--- src/rtl/exhaustive_sweep_ctrl.sv ---
// Exhaustive stimulus sequencer: walks dut_n through 0..2^WIDTH-1, captures
// each response into a MISR and streams (pattern, response) records out.
module exhaustive_sweep_ctrl #(
    parameter int              WIDTH  = 5,
    parameter int              OUT_W  = 1,
    parameter int              SETTLE = 1,
    parameter int              SIG_W  = 16,
    parameter logic [SIG_W-1:0] POLY  = 16'h1021
) (
    input  logic             CK,
    input  logic             reset,
    input  logic             start,
    input  logic             abort,
    output logic [WIDTH-1:0] dut_n,
    input  logic [OUT_W-1:0] dut_resp,
    output logic             rec_valid,
    input  logic             rec_ready,
    output logic [WIDTH-1:0] rec_pattern,
    output logic [OUT_W-1:0] rec_resp,
    output logic [SIG_W-1:0] signature,
    output logic [WIDTH:0]   rec_count,
    output logic             busy,
    output logic             done
);

    localparam int CW = (SETTLE > 1) ? $clog2(SETTLE) : 1;
    localparam logic [CW-1:0] SETTLE_M1 = CW'(SETTLE - 1);

    typedef enum logic [2:0] {
        S_IDLE,
        S_SETTLE,
        S_CAPTURE,
        S_EMIT,
        S_DONE
    } state_t;

    state_t           r_state;
    logic [WIDTH-1:0] r_dut_n;
    logic [CW-1:0]    r_cnt;
    logic             r_valid;
    logic [WIDTH-1:0] r_pat;
    logic [OUT_W-1:0] r_resp;
    logic [SIG_W-1:0] r_sig;
    logic [WIDTH:0]   r_count;

    state_t           w_state;
    logic [WIDTH-1:0] w_dut_n;
    logic [CW-1:0]    w_cnt;
    logic             w_valid;
    logic [WIDTH-1:0] w_pat;
    logic [OUT_W-1:0] w_resp;
    logic [SIG_W-1:0] w_sig;
    logic [WIDTH:0]   w_count;
    logic [SIG_W-1:0] w_sig_fold;
    logic             w_last;

    // MISR step: shift, feed back POLY on MSB carry-out, xor in the response
    assign w_sig_fold = (r_sig << 1)
                      ^ (r_sig[SIG_W-1] ? POLY : '0)
                      ^ SIG_W'(dut_resp);
    assign w_last     = &r_dut_n;

    always_ff @(posedge CK) begin
        if (reset) begin
            r_state <= S_IDLE;
            r_dut_n <= '0;
            r_cnt   <= '0;
            r_valid <= 1'b0;
            r_pat   <= '0;
            r_resp  <= '0;
            r_sig   <= '0;
            r_count <= '0;
        end else begin
            r_state <= w_state;
            r_dut_n <= w_dut_n;
            r_cnt   <= w_cnt;
            r_valid <= w_valid;
            r_pat   <= w_pat;
            r_resp  <= w_resp;
            r_sig   <= w_sig;
            r_count <= w_count;
        end
    end

    always_comb begin
        w_state = r_state;
        w_dut_n = r_dut_n;
        w_cnt   = r_cnt;
        w_valid = r_valid;
        w_pat   = r_pat;
        w_resp  = r_resp;
        w_sig   = r_sig;
        w_count = r_count;
        if (abort) begin
            // signature, count and pattern are left for inspection
            w_state = S_IDLE;
            w_valid = 1'b0;
        end else begin
            unique case (r_state)
                S_IDLE, S_DONE: begin
                    if (start) begin
                        w_state = S_SETTLE;
                        w_dut_n = '0;
                        w_sig   = '0;
                        w_count = '0;
                        w_cnt   = SETTLE_M1;
                    end
                end
                S_SETTLE: begin
                    if (r_cnt == '0) begin
                        w_state = S_CAPTURE;
                    end else begin
                        w_cnt = r_cnt - CW'(1);
                    end
                end
                S_CAPTURE: begin
                    w_state = S_EMIT;
                    w_pat   = r_dut_n;
                    w_resp  = dut_resp;
                    w_sig   = w_sig_fold;
                    w_valid = 1'b1;
                end
                S_EMIT: begin
                    if (rec_ready) begin
                        w_count = r_count + (WIDTH+1)'(1);
                        w_valid = 1'b0;
                        if (w_last) begin
                            w_state = S_DONE;
                        end else begin
                            w_state = S_SETTLE;
                            w_dut_n = r_dut_n + WIDTH'(1);
                            w_cnt   = SETTLE_M1;
                        end
                    end
                end
                default: w_state = S_IDLE;
            endcase
        end
    end

    assign dut_n       = r_dut_n;
    assign rec_valid   = r_valid;
    assign rec_pattern = r_pat;
    assign rec_resp    = r_resp;
    assign signature   = r_sig;
    assign rec_count   = r_count;
    assign busy        = (r_state == S_SETTLE) || (r_state == S_CAPTURE)
                      || (r_state == S_EMIT);
    assign done        = (r_state == S_DONE);

endmodule

--- config.mk ---
export PLATFORM = sky130hd
export DESIGN_NAME = exhaustive_sweep_ctrl
export DESIGN_NICKNAME = d
export VERILOG_FILES = /design/src/rtl/exhaustive_sweep_ctrl.sv
export SDC_FILE = /design/constraint.sdc
export NUM_CORES = 1
export LEC_CHECK = 0
export BUFFER_PORTS_ARGS = -buffer_cell sky130_fd_sc_hd__buf_2
export CAP_MARGIN = 20
export CORE_AREA = 2 2 59 61
export DETAILED_ROUTE_END_ITERATION = 7
export DIE_AREA = 0 0 61 63
export GPL_TIMING_DRIVEN = 0
export PLACE_DENSITY_LB_ADDON = 0.15
export REMOVE_ABC_BUFFERS = 1
export SYNTH_ARGS = -nofsm -noshare
export SYNTH_HDL_FRONTEND = slang
export SYNTH_SLANG_ARGS = --single-unit
export TNS_END_PERCENT = 20
--- constraint.sdc ---
create_clock -name CK -period 4 [get_ports CK]
set_clock_uncertainty 0.1 [all_clocks]
set_input_delay 0.2 -clock CK [delete_from_list [all_inputs] [get_ports CK]]
set_output_delay 0.2 -clock CK [all_outputs]
set_load 0.02 [all_outputs]
==> results.tsv, run 1 <==
stage	metric	value	unit
timing	tightest_slew	0.610	ns
power	power_leakage	0.822	nW
layout	layout.cells.non_filler	261	
yosys	yosysWarnings	0	
cts	post_cts_buffers	0	
layout	multiInputGateArea	761	um2
route	drtIter0Drc	64	
yosys	synth-seq-area-share	47.4	%
timing	rsz0062_at_grt	no	
floorplan	fp.dieH	63	um
power	swShare	22.2	%
cts	clk_pin_slew	0.11	ns
cts	postCtsResizedCells	0	
timing	setup_viol	0	
grt	grt_pass1_vias	1304	
power	p_per_area	350	nW/um2
power	power.share.combinational	4.6	%
yosys	synthSimpleGateAreaFrac	22.6	%
route	vias	1405	
layout	antenna_cells	0	
placed_design	dp_hpwl	2420	um
yosys	synth_fa_ha_area_share	2.40	%
route	viasPerCell	5.38	
cts	clock_latency	0.34	ns
yosys	ys_ff_latch	37	
grt	grt_max_degree	32	
timing	final.setup.tns	0	ns
cts	htreeDepth	2	
yosys	synth_xor_xnor_area_share	1.68	%
critical_path	critPathKind	flop to flop	
cts	clock-root-buffer	clkbuf_4	
status	status	complete, no violations	
route	antenna_left	0	
floorplan	initial_core_util	48.4	%
yosys	synth_edf_count	0	
cts	cts_tree	done	
yosys	synth.distinct_cells	37	
power	clockPowerShare	38.2	%
job	drv_cap	0	
floorplan	core_area	3230	um2
timing	slew_headroom	59.3	%
timing	final_hold_viol_count	0	
layout	drive_above_1_share	26.0	%
critical_path	critPathMaxFanout	6	
route	drt-total-wl	3430	um
power	p_sw	0.000144	W
critical_path	ff2ff_setup_slack	2.07	ns
critical_path	end_kind	flop	
critical_path	worstPathArrival	2.12	ns
yosys	avgSynthCellArea	8.89	um2
yosys	synth_compound_area_share	21.3	%
power	seqPwrFrac	57.2	%
yosys	muxShareOfSynthArea	0.720	%
hold_path	hold_path.class	primary input to flop	
yosys	synth_ff_type	dfxtp_1	
placed_design	port_buffers	41	
layout	area_growth	18.6	%
timing	post-route-min-period	1.93	ns
yosys	synth_top_family_by_area	simple AND/OR/NAND/NOR gates	
yosys	postSynth.asyncResetShare	0	%
floorplan	die_area	3840	um2
critical_path	worstSetupStartpointType	flop	
cts	cts_hold_buf	0	
yosys	synthesis.instances	176	
grt	grt_overflow	0	
cts	cts_buffers	5	
grt	grt_pass1_wl	5740	um
placed_design	place_inst	254	
route	drc_errors	0	
floorplan	io-pin-count	42	
power	power.internal	0.000505	W
layout	regArea	741	um2
timing	max_freq	519	MHz
placed_design	gp_congestion	0.852	
critical_path	required	4.19	ns
layout	n_fill_cell	315	
route	post_drt_wl_per_cell	13.1	um
grt	track_usage	19.3	%
cts	clkSinkCount	37	
floorplan	dieWidth	61	um
power	vdd_drop_max	0.215	mV
grt	antenna_found_initial	0	
floorplan	rows	21	
timing	period_share	48.2	%
timing	hold_slack	0.0171	ns
route	dr.pass1.iters	4	
layout	nets	224	
timing	slew_viol_final	0	
yosys	synth_area	1560	um2
cts	cts.path.max_buffers	2	
[routing by layer]
metal | wire, um | vias to the layer above | track usage, %
met2 | 1660 | 50 | 32.0
met3 | 170 | 5 | 4.55
met1 | 1560 | 644 | 23.6
li1 | - | 706 | -
met4 | 39 | 0 | 7.34
met5 | 0 | - | 0
[power by group through the flow]
| stage | sequential (W) | clock, W | combinational [W] |
|---|---|---|---|
| floorplan | 0.000380 | 0 | 0.0000154 |
| global placement | 0.000380 | 0 | 0.0000287 |
| detailed placement | 0.000380 | 0 | 0.0000297 |
| CTS | 0.000372 | 0.000253 | 0.0000298 |
| global route | 0.000372 | 0.000271 | 0.0000327 |
| finish | 0.000372 | 0.000248 | 0.0000298 |
[layout by cell type, fill, tap and decap left out, types with 2 or more instances in the layout]
cell	instances
o21ai_0	8
nand4_1	4
nand2_1	18
nand3_1	4
xor2_1	3
and4b_1	2
buf_2	41
clkbuf_4	5
a22o_1	2
nor2b_1	3
nor2_1	26
a21oi_1	12
dfxtp_1	37
nand2b_1	4
a31oi_1	3
inv_1	2
ha_1	3
and3_1	2
a22oi_1	17
[cell type report]
cell class / instances / share of cell area [%]
multi-input combinational: 127 / 41.0
sequential: 37 / 39.9
timing repair buffer: 42 / 11.7
tap: 46 / 3.10
clock buffer: 5 / 2.02
clock inverter: 2 / 1.89
inverter: 2 / 0.405
[stage by stage]
step | area [um2] | setup WS (ns) | total power [W] | util [%]
final | 1860 | 2.07 | 0.000649 | 57.4
after global routing | 1860 | 1.90 | 0.000676 | 57.4
after CTS | 1860 | 2.05 | 0.000655 | 57.4
after detailed placement | 1780 | 2.08 | 0.000410 | 55.2
after global placement | 1770 | 1.99 | 0.000409 | 54.8
after floorplan | 1510 | 2.23 | 0.000395 | -
[logic make-up after synthesis]
| group | Yosys count |
|---|---|
| XOR/XNOR | 3 |
| AND/OR/NAND/NOR | 71 |
| buffers and inverters | 12 |
| flip-flops | 37 |
| multiplexers | 1 |
| adder cells (fa/ha/maj) | 3 |
| AO/OA/AOI/OAI | 49 |
[path summary, 6_finish.rpt]
path,from,endpoint,cells past startpoint
max,dut_n[0],dut_n[0],5
min,dut_resp,rec_resp,3
max reg2reg,dut_n[0],dut_n[0],5
min reg2reg,rec_pattern[4],rec_pattern[4],2
[Yosys cell counts (2+ instances only)]
cell type / instances / area [um2]
and4b_1: 2 / 20.0
a22o_1: 2 / 17.5
ha_1: 3 / 37.5
nor2b_1: 3 / 18.8
nand2b_1: 4 / 25.0
nand3_1: 4 / 20.0
o21ai_0: 8 / 40.0
nand2_1: 18 / 67.6
a22oi_1: 17 / 128
inv_1: 2 / 7.51
a21oi_1: 12 / 60.1
xor2_1: 3 / 26.3
dfxtp_1: 37 / 741
nor2_1: 26 / 97.6
buf_2: 5 / 25.0
clkbuf_1: 3 / 11.3
nand4_1: 4 / 25.0
a31oi_1: 3 / 18.8
and3_1: 2 / 12.5
[critical path, stage by stage, from the launching register on]
cell     delay, ns
dfxtp_1       0.37
ha_1          0.23
and3_1        0.20
ha_1          0.26
nor4_1        0.49
mux2_2        0.24
[sequential cells by signal, summed over array words and instances, names as in the netlist]
| register | flops |
|---|---|
| rec_resp | 1 |
| rec_count | 6 |
| dut_n | 5 |
| r_state | 3 |
| signature | 16 |
| rec_valid | 1 |
| rec_pattern | 5 |
No activity file was read; power rests on OpenSTA's default activity.
==> run 2: changes to the inputs <==
- clock period: 4 -> 1.8 ns (I/O delays scaled with it)
==> results.tsv, run 2 (synthesized netlist as in run 1, its figures left out) <==
stage	metric	value	unit	change
timing	final.setup.tns	0	ns	unchanged
power	power_leakage	0.837	nW	+1.8%
hold_path	hold_end	rec_count[0]		
critical_path	cpLargestDelayFamily	simple AND/OR/NAND/NOR gates		
floorplan	fp.dieH	63	um	unchanged
timing	final_hold_viol_count	0		unchanged
critical_path	worstPathArrival	1.94	ns	-0.18 ns
timing	post-route-min-period	1.78	ns	-0.147 ns
floorplan	die_area	3840	um2	unchanged
power	p_per_area	758	nW/um2	+120%
route	viasPerCell	5.38		about the same
floorplan	rows	21		unchanged
hold_path	hold_path.class	primary input to flop		
timing	setup_viol	0		unchanged
placed_design	gp_congestion	0.852		unchanged
layout	multiInputGateArea	783	um2	+3.0%
grt	grt_max_degree	32		unchanged
layout	regArea	744	um2	+0.51%
floorplan	io-pin-count	42		unchanged
route	drc_errors	0		unchanged
critical_path	worstSetupStartpointType	flop		
grt	antenna_found_initial	0		unchanged
floorplan	initial_core_util	48.4	%	unchanged
critical_path	timing.rr.end	dut_n[2]		
layout	drive_above_1_share	28.9	%	+2.9 points
critical_path	critPathKind	flop to flop		
critical_path	critPathMaxFanout	6		unchanged
placed_design	place_area	1780	um2	unchanged
timing	max_freq	562	MHz	+8.2%
hold_path	min_delay_path_depth	3		unchanged
critical_path	cp.depth	7		+2
placed_design	port_buffers	41		unchanged
timing	slew_viol_final	0		unchanged
job	drv_cap	0		unchanged
layout	n_fill_cell	307		-2.5%
critical_path	cp_cell_sequence	ha_1 > and3_1 > ha_2 > nand2b_1 > nor2_1 > a21oi_1 > a311oi_1		
floorplan	dieWidth	61	um	unchanged
placed_design	dp_hpwl	2420	um	unchanged
floorplan	core_area	3230	um2	unchanged
cts	clkSinkCount	37		unchanged
critical_path	r2r-start	dut_n[0]		
layout	nets	227		+1.3%
route	drtIter0Drc	61		-4.7%
cts	clock_latency	0.34	ns	about the same
cts	htreeDepth	2		unchanged
hold_path	worstHoldStart	abort		
cts	cts.path.max_buffers	2		unchanged
timing	slew_headroom	58.1	%	-1.2 points
cts	clk_pin_slew	0.11	ns	about the same
cts	cts_buffers	5		unchanged
timing	tightest_slew	0.628	ns	+0.0181 ns
critical_path	ff2ff_setup_slack	0.02	ns	-2.05 ns
layout	fin_area	1910	um2	+3.0%
route	antenna_left	0		unchanged
status	status	complete, no violations		
critical_path	required	1.96	ns	-2.23 ns
cts	clock-root-buffer	clkbuf_4		
layout	area_growth	22.2	%	
critical_path	critPathMaxStageDelay	0.36	ns	-0.13 ns
critical_path	end_kind	flop		
layout	largest_reg_flops	16		unchanged
timing	period_share	98.9	%	+51 points
layout	final_common_cell	buf_2		
critical_path	slowest_stage	dfxtp_2		
grt	grt_overflow	0		unchanged
critical_path	crit_buf_inv	0		unchanged
grt	grt_pass1_wl	5810	um	+1.2%
layout	antenna_cells	0		unchanged
layout	layout_common_cells	buf_2, dfxtp_1, nor2_1, nand2_1, a22oi_1		
grt	track_usage	19.6	%	+0.25 points
timing	hold_slack	0.103	ns	+0.0863 ns
grt	grt_pass1_vias	1314		+0.77%
power	vdd_drop_max	0.474	mV	+120%
critical_path	r2r_cells	7		+2
timing	rsz0062_at_grt	yes		
cts	cts_tree	done		
route	post_drt_wl_per_cell	13.1	um	-0.33%
power	total_power	0.00145	W	+120%
route	drt-total-wl	3450	um	+0.82%
route	dr.pass1.iters	4		unchanged
route	vias	1421		+1.1%
[run 2: changes by cell type in the layout (fill, tap and decap cells not counted)]
cell,change
a221oi_1,-1
a221oi_2,+1
nor4_2,+1
dlygate4sd3_1,+3
ha_1,-1
dfxtp_2,+3
dfxtp_1,-3
nor4_1,-1
ha_2,+1
nor2b_4,+1
nor2b_1,-1
[run 2: final cells by class]
type	instances	share of cell area [%]
Timing Repair Buffer	45	12.9
Tap cell	46	3.01
Inverter	2	0.393
Sequential cell	37	38.9
Clock buffer	5	1.96
Multi-Input combinational cell	127	41.0
Clock inverter	2	1.83
[run 2: worst max path at each step]
stage / slack [ns] / startpoint / endpoint
detailed placement: -0.12 / dut_n[0] / dut_n[0]
global placement: -0.21 / r_state[1] / signature[2]
finish: 0.02 / dut_n[0] / dut_n[2]
CTS: 0.01 / dut_n[0] / dut_n[2]
floorplan: 0.03 / dut_n[0] / dut_n[0]
global route: -0.05 / dut_n[0] / dut_n[2]
[run 2: through the flow]
step                      setup slack [ns]  utilization (%)  cells
after floorplan                     0.0316                -    166
after global placement              -0.210             54.8    253
after detailed placement            -0.116             55.2    254
after CTS                           0.0128             58.7    264
after global routing               -0.0537             59.2    264
final                               0.0201             59.2    264
[run 2: routing by layer]
metal / vias up / track usage, % / part of all wire, %
li1: 713 / - / -
met1: 660 / 24.1 / 46
met2: 43 / 32.1 / 49
met3: 5 / 4.55 / 4.4
met4: 0 / 7.61 / 1.1
met5: - / 0 / 0
[run 2: worst min-delay path, delay by kind of cell]
kind	cells	cell delay, ns
and+or+nand+nor	1	0.15
buffers and inverters	1	0.21
AOI/OAI and AO/OA	1	0.06
[run 2: what timing repair did]
action                                  CTS  global route
endpoints found under the setup margin   21            15
resized for setup                         4             4
hold endpoints to repair                  3             0
hold buffers                              3             0
buffers inserted                          0             0
[run 2: power breakdown]
part | leakage [nW] | internal [W] | switching (W)
logic | 0.497 | 0.0000250 | 0.0000487
registers | 0.300 | 0.000821 | 0.00000517
clock network | 0.0410 | 0.000283 | 0.000266
total | 0.837 | 0.00113 | 0.000320
==> run 3: changes to the inputs <==
- BUFFER_PORTS_ARGS: -buffer_cell sky130_fd_sc_hd__buf_2 -> default
- DONT_BUFFER_PORTS: default -> 1
==> results.tsv, run 3 (synthesized netlist as in run 1, its figures left out) <==
stage	metric	value	unit	change
critical_path	ff2ff_setup_slack	0.08	ns	+0.06 ns
layout	drive_above_1_share	12.6	%	-16 points
layout	area_growth	12.9	%	
timing	hold_slack	-0.00853	ns	-0.112 ns
critical_path	critPathMaxStageDelay	0.69	ns	+0.33 ns
power	vdd_drop_max	0.515	mV	+8.6%
status	status	finished with violations		
critical_path	cpLargestDelayFamily	buffers and inverters		
placed_design	gp_congestion	0.874		+2.6%
power	p_per_area	780	nW/um2	+3.0%
critical_path	worstPathArrival	1.90	ns	-0.04 ns
timing	tightest_slew	0.642	ns	+0.0139 ns
critical_path	end_kind	flop		
route	drtIter0Drc	82		+34%
critical_path	required	1.97	ns	about the same
floorplan	die_area	3840	um2	unchanged
cts	post_cts_buffers	0		unchanged
grt	grt_pass1_vias	1204		-8.4%
timing	post-route-min-period	1.73	ns	-0.0514 ns
cts	clk_pin_slew	0.11	ns	about the same
power	power_leakage	0.631	nW	-25%
job	drv_cap	0		unchanged
status	violations	negative hold slack		
layout	largest_reg_flops	16		unchanged
cts	htreeDepth	2		unchanged
route	dr.pass1.iters	4		unchanged
floorplan	dieWidth	61	um	unchanged
route	viasPerCell	5.75		+6.8%
timing	rsz0062_at_grt	yes		
critical_path	cp_cell_sequence	dlygate4sd3_1 > or2_2 > dlygate4sd3_1 > a21oi_1		
floorplan	io-pin-count	42		unchanged
critical_path	cp_common_cell	dlygate4sd3_1		
layout	final_common_cell	dfxtp_1		
critical_path	critPathKind	primary input to flop		
hold_path	hold_path.class	primary input to flop		
cts	cts.path.max_buffers	2		unchanged
cts	clock-root-buffer	clkbuf_4		
timing	period_share	96.0	%	-2.9 points
layout	antenna_cells	0		unchanged
grt	grt_max_degree	32		unchanged
grt	track_usage	18.9	%	-0.62 points
critical_path	crit_buf_inv	2		+2
placed_design	port_buffers	0		-100%
route	drc_errors	0		unchanged
cts	cts_tree	done		
cts	cts_buffers	5		unchanged
timing	slew_viol_final	0		unchanged
route	antenna_left	0		unchanged
floorplan	initial_core_util	48.4	%	unchanged
timing	setup_viol	0		unchanged
cts	clock_latency	0.34	ns	about the same
critical_path	worstSetupStartpointType	primary input		
timing	max_freq	579	MHz	+3.0%
route	post_drt_wl_per_cell	15.3	um	+17%
layout	layout_common_cells	dfxtp_1, nor2_1, nand2_1, a22oi_1, a21oi_1		
floorplan	rows	21		unchanged
layout	post-route-util	54.6	%	-4.5 points
floorplan	fp.dieH	63	um	unchanged
grt	grt_overflow	0		unchanged
route	drt-total-wl	3490	um	+1.2%
cts	clkSinkCount	37		unchanged
critical_path	slowest_stage	dlygate4sd3_1		
critical_path	critPathMaxFanout	6		unchanged
grt	antenna_found_initial	0		unchanged
placed_design	dp_hpwl	2220	um	-8.1%
grt	grt_pass1_wl	5530	um	-4.8%
timing	final_hold_viol_count	1		+1
floorplan	core_area	3230	um2	unchanged
layout	nets	190		-16%
route	vias	1311		-7.7%
timing	slew_headroom	57.2	%	-0.93 points
-- run 3: cell types whose count changed in the layout (fill, tap and decap cells not counted), moves of 2 or more --
cell | before | now
buf_2 | 41 | 0
dlygate4sd3_1 | 3 | 6
o21ai_0 | 8 | 6
o21ai_1 | 0 | 2
-- run 3: cell type report --
class                   instances  area, um2
fillers                       310       1470
repair buffers                  8       91.3
well taps                      46       57.6
clock buffers                   6       51.3
flip-flops and latches         37        747
clock inverters                 2       13.8
multi-input cells             127        797
inverters                       2       7.51
-- run 3: path summary, 6_finish.rpt --
kind                    endpoint  cells after the start       start
setup / recovery      r_state[0]                      4       abort
setup reg to reg    rec_count[4]                      4  r_state[2]
hold reg to reg   rec_pattern[0]                      2    dut_n[0]
hold / removal          dut_n[3]                      4       reset
-- run 3: repair_timing --
| action | 4_1_cts | 5_1_grt |
|---|---|---|
| endpoints found under the setup margin | 21 | 25 |
| resized for setup | 7 | 5 |
| hold buffers | 4 | 3 |
| hold endpoints to repair | 36 | 29 |
| pin swaps | 0 | 1 |
-- run 3: report_power, final --
| part | internal, W | switching [W] | leakage, nW |
|---|---|---|---|
| Clock | 0.000191 | 0.000286 | 0.0382 |
| Sequential | 0.000819 | 0.00000655 | 0.300 |
| Combinational | 0.0000282 | 0.0000471 | 0.293 |
-- run 3: stage by stage --
step | total power [W] | setup TNS, ns | std cells | area [um2] | setup slack [ns]
2_1_floorplan | 0.000878 | 0 | 166 | 1510 | 0.0316
3_5_place_dp | 0.000888 | -0.905 | 213 | 1580 | -0.231
4_1_cts | 0.00137 | 0 | 225 | 1710 | 0.000910
3_3_place_gp | 0.000886 | -4.32 | 212 | 1570 | -0.205
5_1_grt | 0.00143 | -0.0101 | 228 | 1770 | -0.0101
6_report | 0.00138 | 0 | 228 | 1770 | 0.0715
-- run 3: tightest hold or removal path, stage by stage --
cell and delay [ns]:
or2_2 0.09, nor2_1 0.08, nand2_1 0.08, o21ai_1 0.05
-- run 3: metal layers --
metal / GRT usage, % / wire (um)
met1: 23.4 / 1480
met2: 29.2 / 1670
met3: 6.42 / 247
met4: 8.70 / 96
met5: 0 / 0
